### src/rtl/bcd_display_mux.sv
// bcd_display_mux: time-multiplexed four-digit BCD seven-segment driver with leading-zero blanking
module bcd_display_mux #(
  parameter int unsigned REFRESH_DIV = 50000
) (
  input  logic        CLK,
  input  logic        RST,
  input  logic        LOAD,
  input  logic [15:0] BCDIN,
  input  logic [3:0]  DPIN,
  input  logic        BLANK_EN,
  output logic [6:0]  SEG,
  output logic        DP,
  output logic [3:0]  AN
);
  localparam int CW = (REFRESH_DIV > 2) ? $clog2(REFRESH_DIV) : 1;
  localparam logic [CW-1:0] TC = CW'(REFRESH_DIV - 1);
  localparam logic [6:0] SEG_LUT [16] = '{
    7'h40, 7'h79, 7'h24, 7'h30, 7'h19, 7'h12, 7'h02, 7'h78,
    7'h00, 7'h10, 7'h3F, 7'h3F, 7'h3F, 7'h3F, 7'h3F, 7'h3F
  };
  logic [CW-1:0] cnt_q, cnt_d;
  logic [1:0]    idx_q, idx_d;
  logic [15:0]   bcd_q, bcd_d;
  logic [3:0]    dpm_q, dpm_d;
  logic [3:0]    an_q, an_d;
  logic [6:0]    seg_q, seg_d;
  logic          dp_q, dp_d;
  logic          tc, blank;
  logic [3:0]    nib;
  // Next state: slot timing, data latch, and the display word for the current slot.
  // Blanking looks at the current digit and everything above it; a non-BCD nibble is non-zero.
  always_comb begin
    tc    = cnt_q == TC;
    cnt_d = tc ? '0 : cnt_q + CW'(1);
    idx_d = tc ? idx_q + 2'd1 : idx_q;
    bcd_d = LOAD ? BCDIN : bcd_q;
    dpm_d = LOAD ? DPIN : dpm_q;
    nib   = bcd_q[{idx_q, 2'b00} +: 4];
    blank = BLANK_EN && idx_q != 2'd0 && (bcd_q >> {idx_q, 2'b00}) == 16'h0;
    an_d  = ~(4'b0001 << idx_q);
    seg_d = blank ? 7'h7F : SEG_LUT[nib];
    dp_d  = ~dpm_q[idx_q];
  end
  // State and output registers; reset darks the display and clears all held data.
  always_ff @(posedge CLK) begin
    if (RST) begin
      cnt_q <= '0;
      idx_q <= '0;
      bcd_q <= '0;
      dpm_q <= '0;
      an_q  <= 4'hF;
      seg_q <= 7'h7F;
      dp_q  <= 1'b1;
    end else begin
      cnt_q <= cnt_d;
      idx_q <= idx_d;
      bcd_q <= bcd_d;
      dpm_q <= dpm_d;
      an_q  <= an_d;
      seg_q <= seg_d;
      dp_q  <= dp_d;
    end
  end
  assign AN  = an_q;
  assign SEG = seg_q;
  assign DP  = dp_q;
endmodule

### config.mk
export PLATFORM = sky130hd
export DESIGN_NAME = bcd_display_mux
export DESIGN_NICKNAME = d
export VERILOG_FILES = /design/src/rtl/bcd_display_mux.sv
export SDC_FILE = /design/constraint.sdc
export NUM_CORES = 1
export LEC_CHECK = 0
export CORE_ASPECT_RATIO = 0.75
export CORE_MARGIN = 3
export CORE_UTILIZATION = 57
export CTS_CLUSTER_DIAMETER = 80
export DETAILED_ROUTE_END_ITERATION = 8
export PLACE_DENSITY_LB_ADDON = 0.12
export SLEW_MARGIN = 20
export SYNTH_ARGS = -nofsm -noshare
export SYNTH_HDL_FRONTEND = slang
export SYNTH_SLANG_ARGS = --single-unit
### constraint.sdc
create_clock -name CLK -period 6.3 [get_ports CLK]
set_input_delay 1.26 -clock CLK [delete_from_list [all_inputs] [get_ports CLK]]
set_output_delay 1.26 -clock CLK [all_outputs]
set_load 0.03 [all_outputs]
==> impl_metrics.json, run 1 <==
{
  "status": "finished clean",
  "cts_hold_buf": 0,
  "syn_avg_cell_area_um2": 9.87,
  "min-delay-path-class": "reg2reg",
  "yosysWarnings": 0,
  "die_h_um": 61.0,
  "powerDensity_nw_per_um2": 216,
  "cts_setup_buffers": 0,
  "ir_drop_v": 0.000151,
  "avgViaCountPerCell": 5.62,
  "switching_share_pct": 24.2,
  "grt-ovfl-total": 0,
  "path_clk_slew_ps": 80,
  "die-area_um2": 4840,
  "rr_endpoint": "SEG[3]$_SDFF_PP1_",
  "grt_max_degree": 29,
  "ant_nets": 0,
  "crit_type": "in2reg",
  "wirelength_um": 4440,
  "syn_to_final_growth_pct": 18.7,
  "final.setup.tns_ps": 0,
  "grt_pass1_wl_um": 7520,
  "preCtsSetupSlack_ps": 3280,
  "routedWlPerCell_um": 14.0,
  "min-delay-start": "cnt_q[0]$_SDFF_PP0_",
  "rows": 19,
  "yosys.area.top_type": "dfxtp_1",
  "synth_ff_type": "dfxtp_1",
  "clk_latency_ps": 290,
  "cp_cell_sequence": "clkdlybuf4s50_1 -> o21bai_4 -> nor2_1",
  "placeableCoreArea_um2": 3760,
  "drt_iter0_markers": 110,
  "slowest_delay_ps": 1090,
  "synth_edf_count": 0,
  "worst_slew_pin_slew_ps": 946,
  "synth_common_cells": "50 x dfxtp_1, 39 x nor2_1, 25 x mux2i_1",
  "critPathTopFamily": "buffers and inverters",
  "nNetsFinal": 299,
  "period_minus_slack_ps": 2670,
  "syn_inst": 233,
  "clk_path_buf_depth": 2,
  "grt_usage_pct": 19.9,
  "cts-root-buf": "clkbuf_8",
  "p_int_w": 0.000448,
  "die_w_um": 79.3,
  "cts_resized": 0,
  "clockPowerShare_pct": 29.1,
  "whs_path_depth": 1,
  "final_layout_size_suffix_gt1_share_pct": 6.79,
  "start_util_pct": 61.2,
  "ios": 36,
  "antenna_found_initial": 0,
  "pwr-share-seq_pct": 57.5,
  "clock.fmax_mhz": 375,
  "cts.sinks": 50,
  "yosysMostFrequentCell": "dfxtp_1",
  "stdcell_area_um2": 2730,
  "setup_viol": 0,
  "p_switching_w": 0.000143,
  "cts_buffers": 5,
  "setup_ws_ps": 3630,
  "finClkSkew_ps": 3.94,
  "antenna_cells": 0,
  "drc": 0,
  "cts_htree_levels": 2,
  "ys_seq_elements": 50,
  "portBuffers": 35,
  "cp-end-kind": "flop",
  "worstPathBufferInverterCount": 1,
  "gp_congestion": 0.823,
  "r2r_slack_ps": 3810,
  "arrival_ps": 2840,
  "power_frac_comb_pct": 13.4,
  "syn-num-nets": 267,
  "dr.pass1.iters": 4,
  "startpoint_type": "input pin",
  "synth_cell_type_count": 36,
  "hpwl_um": 3230,
  "min_to": "cnt_q[0]$_SDFF_PP0_",
  "grt_pass1_vias": 1659,
  "netlist.area_leader.share_pct": 43.5,
  "hold_viol": 0,
  "slew_headroom_pct": 36.7,
  "power_leakage_nw": 1.05,
  "placed_cell_area_um2": 2660,
  "cp.required_ps": 6470,
  "drv_cap": 0,
  "seq_area_frac_synth_pct": 43.5,
  "rsz0062_at_grt": "no",
  "finalCritPeriodShare_pct": 42.3,
  "syn_area_um2": 2300,
  "worstPathMaxFanout": 28,
  "drv_slew": 0,
  "timing.rr.start": "idx_q[0]$_SDFFE_PP0N_",
  "synth_area_leaders": "dfxtp_1 44%, mux2i_1 11%, nor2_1 6.4%, ha_1 5.4%, mux4_2 4.9%",
  "async_flop_share_pct": 0,
  "num_vias": 1783,
  "r2r_cells": 6,
  "worst_path_max_delay_cell": "clkdlybuf4s50_1",
  "cts_tree": "yes"
}
-- cell type report --
| cell class | count | area, µm² |
|---|---|---|
| Inverter | 10 | 37.5 |
| Multi-Input combinational cell | 163 | 1200 |
| Timing Repair Buffer | 35 | 345 |
| Tap cell | 52 | 65.1 |
| Sequential cell | 50 | 1000 |
| Fill cell | 313 | 1030 |
| Clock buffer | 7 | 76.3 |
-- logic make-up after synthesis --
logic type	synth area share (%)
flops	43.5
xor+xnor	4.57
fa+ha+maj	5.44
simple gates	19.6
buf+inv	4.08
compound gates	5.98
mux	16.8
-- worst max path at each step --
stage,cells after the start,endpoint,from
2_1_floorplan,7,SEG[4]$_SDFF_PP1_,idx_q[0]$_SDFFE_PP0N_
3_3_place_gp,3,bcd_q[3]$_SDFFE_PP0P_,LOAD
3_5_place_dp,3,bcd_q[3]$_SDFFE_PP0P_,LOAD
4_1_cts,3,bcd_q[3]$_SDFFE_PP0P_,LOAD
5_1_grt,3,cnt_q[9]$_SDFF_PP0_,RST
6_report,3,cnt_q[9]$_SDFF_PP0_,RST
-- registers in the layout, summed over array words and instances, names as in the netlist --
signal,count
DP,1
idx_q,2
bcd_q,16
AN,4
SEG,7
dpm_q,4
cnt_q,16
-- worst register-to-register path, cell delays in order, from the launching register on --
cell and delay (ps):
dfxtp_1 740, mux4_2 650, inv_1 160, ha_1 180, nand4b_1 90, a2111o_1 480, nand3b_1 130
-- layout by cell type, fill, tap and decap left out, drive strengths merged, types with 2 or more instances in the layout --
master,instances
nand3,11
dfxtp,50
a21oi,9
nor3,6
o21ai,2
ha,10
nand3b,2
o211ai,3
inv,10
nor2,39
nand2,7
and4,2
clkdlybuf4s50,34
mux2i,25
nor4,5
o31ai,2
o21a,2
nand2b,3
mux2,2
xnor2,7
and3,2
xor2,5
clkbuf,7
mux4,5
nand4,4
or4,3
-- power groups by stage --
stage	clock (W)	sequential (W)	combinational [W]
final	0.000172	0.000340	0.0000795
after floorplan	0	0.000354	0.0000410
after detailed placement	0	0.000347	0.0000802
after global placement	0	0.000346	0.0000786
after global routing	0.000188	0.000341	0.0000873
after CTS	0.000176	0.000340	0.0000808
-- routing by layer --
metal / up-vias / GRT usage, % / wire [µm]
met1: 845 / 26.2 / 2100
li1: 883 / - / -
met3: 5 / 4.82 / 226
met5: - / 0 / 0
met2: 50 / 32.6 / 2070
met4: 0 / 7.60 / 42
-- stage by stage --
stage	utilization, %	cells	power [W]	hold WS, ps
after global placement	70.8	310	0.000425	445
after global routing	72.7	317	0.000617	500
final	72.7	317	0.000591	482
after detailed placement	70.8	310	0.000427	462
after floorplan	-	233	0.000395	426
after CTS	72.8	317	0.000596	481
Power figures use the tool's default switching activity.
==> inputs of run 2 (changes only) <==
--- a/config.mk
+++ b/config.mk
@@ -7,7 +7,7 @@
 export LEC_CHECK = 0
 export CORE_ASPECT_RATIO = 0.75
 export CORE_MARGIN = 3
-export CORE_UTILIZATION = 57
+export CORE_UTILIZATION = 48
 export CTS_CLUSTER_DIAMETER = 80
 export DETAILED_ROUTE_END_ITERATION = 8
 export PLACE_DENSITY_LB_ADDON = 0.12
==> constraint.sdc (replaced) <==
create_clock -name CLK -period 2.3 [get_ports CLK]
set_input_delay 0.46 -clock CLK [delete_from_list [all_inputs] [get_ports CLK]]
set_output_delay 0.46 -clock CLK [all_outputs]
set_load 0.03 [all_outputs]
==> run 2 against run 1 <==
Worst hold slack got worse by 12 ps. Sequential share of layout area down 1.0 points. Final cell count rose by 3.5%. Largest cell class unchanged.
==> impl_metrics.json, run 2 (synthesized netlist as in run 1, its figures left out) <==
{
  "setup_viol": 0,
  "antenna_found_initial": 0,
  "nNetsFinal": 304,
  "worst_path_max_delay_cell": "mux4_2",
  "slowest_delay_ps": 580,
  "cts-root-buf": "clkbuf_8",
  "clk_path_buf_depth": 2,
  "cp-end-kind": "flop",
  "cts_buffers": 5,
  "layout_commonest_cell": "dfxtp_1",
  "final.setup.tns_ps": 0,
  "drt_iter0_markers": 71,
  "final_cells": 328,
  "drc": 0,
  "cts_setup_buffers": 0,
  "die_h_um": 65.9,
  "hpwl_um": 3270,
  "routedWlPerCell_um": 13.8,
  "placeableCoreArea_um2": 4550,
  "period_minus_slack_ps": 2060,
  "clk_latency_ps": 290,
  "grt_max_degree": 25,
  "stdcell_area_um2": 2810,
  "start_util_pct": 50.6,
  "cts.sinks": 50,
  "powerDensity_nw_per_um2": 622,
  "place_inst": 320,
  "drv_cap": 0,
  "min-delay-path-class": "reg2reg",
  "clock.fmax_mhz": 486,
  "power_leakage_nw": 1.09,
  "cp.required_ps": 2520,
  "ant_nets": 0,
  "ir_drop_v": 0.000389,
  "cts_hold_buf": 0,
  "min-delay-start": "cnt_q[0]$_SDFF_PP0_",
  "final_layout_size_suffix_gt1_share_pct": 8.49,
  "ios": 36,
  "worst_slew_pin_slew_ps": 411,
  "grt_usage_pct": 17.9,
  "path_clk_slew_ps": 90,
  "syn_to_final_growth_pct": 22.1,
  "die_w_um": 85.9,
  "grt_pass1_wl_um": 8050,
  "gp_congestion": 0.814,
  "arrival_ps": 2280,
  "layout_common_cells": "50 x dfxtp_1, 39 x nor2_1, 35 x clkdlybuf4s50_1",
  "num_vias": 1707,
  "avgViaCountPerCell": 5.20,
  "cts_tree": "yes",
  "rsz0062_at_grt": "no",
  "worstPathBufferInverterCount": 1,
  "placed_cell_area_um2": 2700,
  "grt_pass1_vias": 1667,
  "whs_ps": 470,
  "cp_cell_sequence": "mux4_2 -> inv_1 -> ha_1 -> nand4b_1 -> a2111o_1 -> o211ai_1",
  "timing.rr.start": "idx_q[0]$_SDFFE_PP0N_",
  "grt-ovfl-total": 0,
  "cts_resized": 0,
  "portBuffers": 35,
  "wirelength_um": 4520,
  "rows": 21,
  "dr.pass1.iters": 4,
  "finClkSkew_ps": 4.85,
  "antenna_cells": 0,
  "critPathTopFamily": "multiplexers",
  "crit_type": "reg2reg",
  "finalCritPeriodShare_pct": 89.5,
  "drv_slew": 0,
  "hold_viol": 0,
  "slew_headroom_pct": 72.5,
  "status": "finished clean",
  "worstPathMaxFanout": 7,
  "critical_path.startpoint": "idx_q[0]$_SDFFE_PP0N_",
  "die-area_um2": 5670,
  "cts_htree_levels": 2,
  "startpoint_type": "flop"
}
run 2: final timing paths:
path,cells after the start,slack [ps],end
worst max register to register,6,240,SEG[4]$_SDFF_PP1_
worst min register to register,1,470,cnt_q[0]$_SDFF_PP0_
worst max-delay path,6,240,SEG[4]$_SDFF_PP1_
worst min-delay path,1,470,cnt_q[0]$_SDFF_PP0_
run 2: per-stage QoR:
stage	power (W)	utilization, %	worst slack [ps]
after floorplan	0.00108	-	151
after global placement	0.00117	59.5	293
after detailed placement	0.00117	59.5	263
after CTS	0.00176	61.8	238
after global routing	0.00183	61.8	103
final	0.00175	61.8	241
run 2: routing by layer:
metal	vias up	GRT usage [%]	routed length, µm
met1	775	27.0	2440
met4	0	5.93	46
met2	39	24.2	1780
li1	888	-	-
met5	-	0	0
met3	5	4.73	257
run 2: cell type report:
| cell class | count | area, µm² |
|---|---|---|
| multi-input cells | 163 | 1200 |
| clock inverters | 1 | 30.0 |
| flip-flops and latches | 50 | 1000 |
| repair buffers | 40 | 388 |
| clock buffers | 7 | 76.3 |
| well taps | 57 | 71.3 |
| fillers | 383 | 1740 |
| inverters | 10 | 37.5 |
run 2: worst reg2reg max path: stages (launching register included):
cell,delay [ps]
dfxtp_1,410
mux4_2,580
inv_1,150
ha_1,190
nand4b_1,90
a2111o_1,450
o211ai_1,110
run 2: power breakdown:
part | leakage (nW) | switching, W | total (W) | internal (W)
Clock | 0.0524 | 0.000270 | 0.000595 | 0.000326
Sequential | 0.411 | 0.0000257 | 0.000929 | 0.000904
Combinational | 0.624 | 0.000105 | 0.000222 | 0.000117
Total | 1.09 | 0.000401 | 0.00175 | 0.00135
==> inputs of run 3 (changes only) <==
--- a/config.mk
+++ b/config.mk
@@ -7,9 +7,11 @@
 export LEC_CHECK = 0
 export CORE_ASPECT_RATIO = 0.75
 export CORE_MARGIN = 3
-export CORE_UTILIZATION = 48
+export CORE_UTILIZATION = 50
+export CTS_BUF_LIST = sky130_fd_sc_hd__clkbuf_8
 export CTS_CLUSTER_DIAMETER = 80
 export DETAILED_ROUTE_END_ITERATION = 8
+export MAX_ROUTING_LAYER = met4
 export PLACE_DENSITY_LB_ADDON = 0.12
 export SLEW_MARGIN = 20
 export SYNTH_ARGS = -nofsm -noshare
==> run 3 against run 2 <==
Sequential cell count stayed put. Worst hold slack better by 16 ps. Setup slack worse by 49 ps. Critical path depth stayed put. Final area hardly changed. Total power is 1.1% higher. Wire length is 6.3% higher. Clock power is 3% higher. Global-route usage is 1.6 points higher. Die area is 3.7% lower. Sequential power hardly changed. First-iteration DRC count is 110% higher. Critical path type unchanged. Largest cell class unchanged.
==> impl_metrics.json, run 3 (synthesized netlist as in run 1, its figures left out) <==
{
  "gp_congestion": 0.893,
  "min-delay-start": "cnt_q[0]$_SDFF_PP0_",
  "die_h_um": 64.7,
  "worstPathMaxFanout": 7,
  "die-area_um2": 5460,
  "r2r_cells": 6,
  "setup_viol": 0,
  "drt_iter0_markers": 146,
  "ios": 36,
  "cts_htree_levels": 2,
  "start_util_pct": 54.4,
  "cts_resized": 0,
  "clock.fmax_mhz": 474,
  "rows": 20,
  "timing.rr.start": "idx_q[0]$_SDFFE_PP0N_",
  "num_vias": 1736,
  "startpoint_type": "flop",
  "min-delay-path-class": "reg2reg",
  "arrival_ps": 2340,
  "r2r_slack_ps": 190,
  "worst_slew_pin_slew_ps": 498,
  "total_power_w": 0.00177,
  "hpwl_um": 3560,
  "worstSetupEndpoint": "SEG[4]$_SDFF_PP1_",
  "path_clk_slew_ps": 100,
  "cp-end-kind": "flop",
  "powerDensity_nw_per_um2": 629,
  "fillCellCount": 347,
  "routedWlPerCell_um": 14.8,
  "cts-root-buf": "clkbuf_8",
  "crit_type": "reg2reg",
  "rr_endpoint": "SEG[4]$_SDFF_PP1_",
  "cts_hold_buf": 0,
  "nNetsFinal": 304,
  "drv_cap": 0,
  "clk_path_buf_depth": 2,
  "slew_headroom_pct": 66.7,
  "period_minus_slack_ps": 2110,
  "grt-ovfl-total": 0,
  "dr.pass1.iters": 4,
  "drv_slew": 0,
  "finClkSkew_ps": 13.5,
  "power_leakage_nw": 1.09,
  "whs_path_depth": 1,
  "status": "finished clean",
  "grt_usage_pct": 19.6,
  "drc": 0,
  "grt_max_degree": 21,
  "avgViaCountPerCell": 5.34,
  "clk_latency_ps": 310,
  "final.setup.tns_ps": 0,
  "antenna_cells": 0,
  "place_inst": 318,
  "rsz0062_at_grt": "no",
  "die_w_um": 84.3,
  "cts_tree": "yes",
  "cts_buffers": 5,
  "cp.required_ps": 2530,
  "final_cells": 325,
  "final_layout_size_suffix_gt1_share_pct": 8.89,
  "grt_pass1_vias": 1648,
  "critical_path.startpoint": "idx_q[0]$_SDFFE_PP0N_",
  "hold_viol": 0,
  "layout_common_cells": "50 x dfxtp_1, 39 x nor2_1, 35 x clkdlybuf4s50_1",
  "ir_drop_v": 0.000554,
  "ant_nets": 0,
  "portBuffers": 35,
  "grt_pass1_wl_um": 8010,
  "cts_setup_buffers": 0,
  "cts.sinks": 50,
  "wirelength_um": 4810,
  "antenna_found_initial": 0,
  "finalCritPeriodShare_pct": 91.6,
  "layout_commonest_cell": "dfxtp_1",
  "syn_to_final_growth_pct": 22.1,
  "placeableCoreArea_um2": 4230
}
-- run 3: cell types whose count changed in the layout (fill, tap and decap cells not counted) --
cell and change:
clkbuf_1 -2, clkinv_4 +1
-- run 3: final cells by class --
class,instances,area [µm²],share of cell area (%)
flip-flops and latches,50,1000,35.7
clock inverters,2,38.8,1.38
inverters,10,37.5,1.34
clock buffers,5,68.8,2.45
multi-input cells,163,1200,42.9
well taps,55,68.8,2.45
repair buffers,40,388,13.8
-- run 3: critical path, stage by stage, from the launching register on --
cell and delay (ps):
dfxtp_1 440, mux4_2 580, inv_1 140, ha_1 190, nand4b_1 100, a2111o_1 470, o211ai_1 130
-- run 3: per-layer routing --
metal | share of wire, % | global-route usage [%]
met5 | 0 | -
met4 | 1.3 | 7.03
met3 | 7.5 | 5.72
met2 | 37 | 24.1
met1 | 55 | 29.4
-- run 3: how the worst min path moves through the flow --
| stage | slack, ps | end |
|---|---|---|
| after floorplan | 430 | cnt_q[0]$_SDFF_PP0_ |
| after global placement | 440 | cnt_q[0]$_SDFF_PP0_ |
| after detailed placement | 470 | cnt_q[0]$_SDFF_PP0_ |
| after CTS | 490 | cnt_q[15]$_SDFF_PP0_ |
| after global routing | 500 | cnt_q[0]$_SDFF_PP0_ |
| final | 490 | cnt_q[0]$_SDFF_PP0_ |
-- run 3: metrics by stage --
step	cell area, µm²	setup slack, ps	utilization (%)	hold WS [ps]
2_1_floorplan	2300	151	-	426
3_3_place_gp	2700	243	63.8	442
3_5_place_dp	2700	199	63.8	466
4_1_cts	2810	179	66.4	488
5_1_grt	2810	23.3	66.4	499
6_report	2810	192	66.4	486
-- run 3: report_power, final --
group          switching, W  internal [W]
Combinational      0.000106      0.000116
Sequential        0.0000285      0.000904
Clock              0.000290      0.000320
Total              0.000425       0.00134
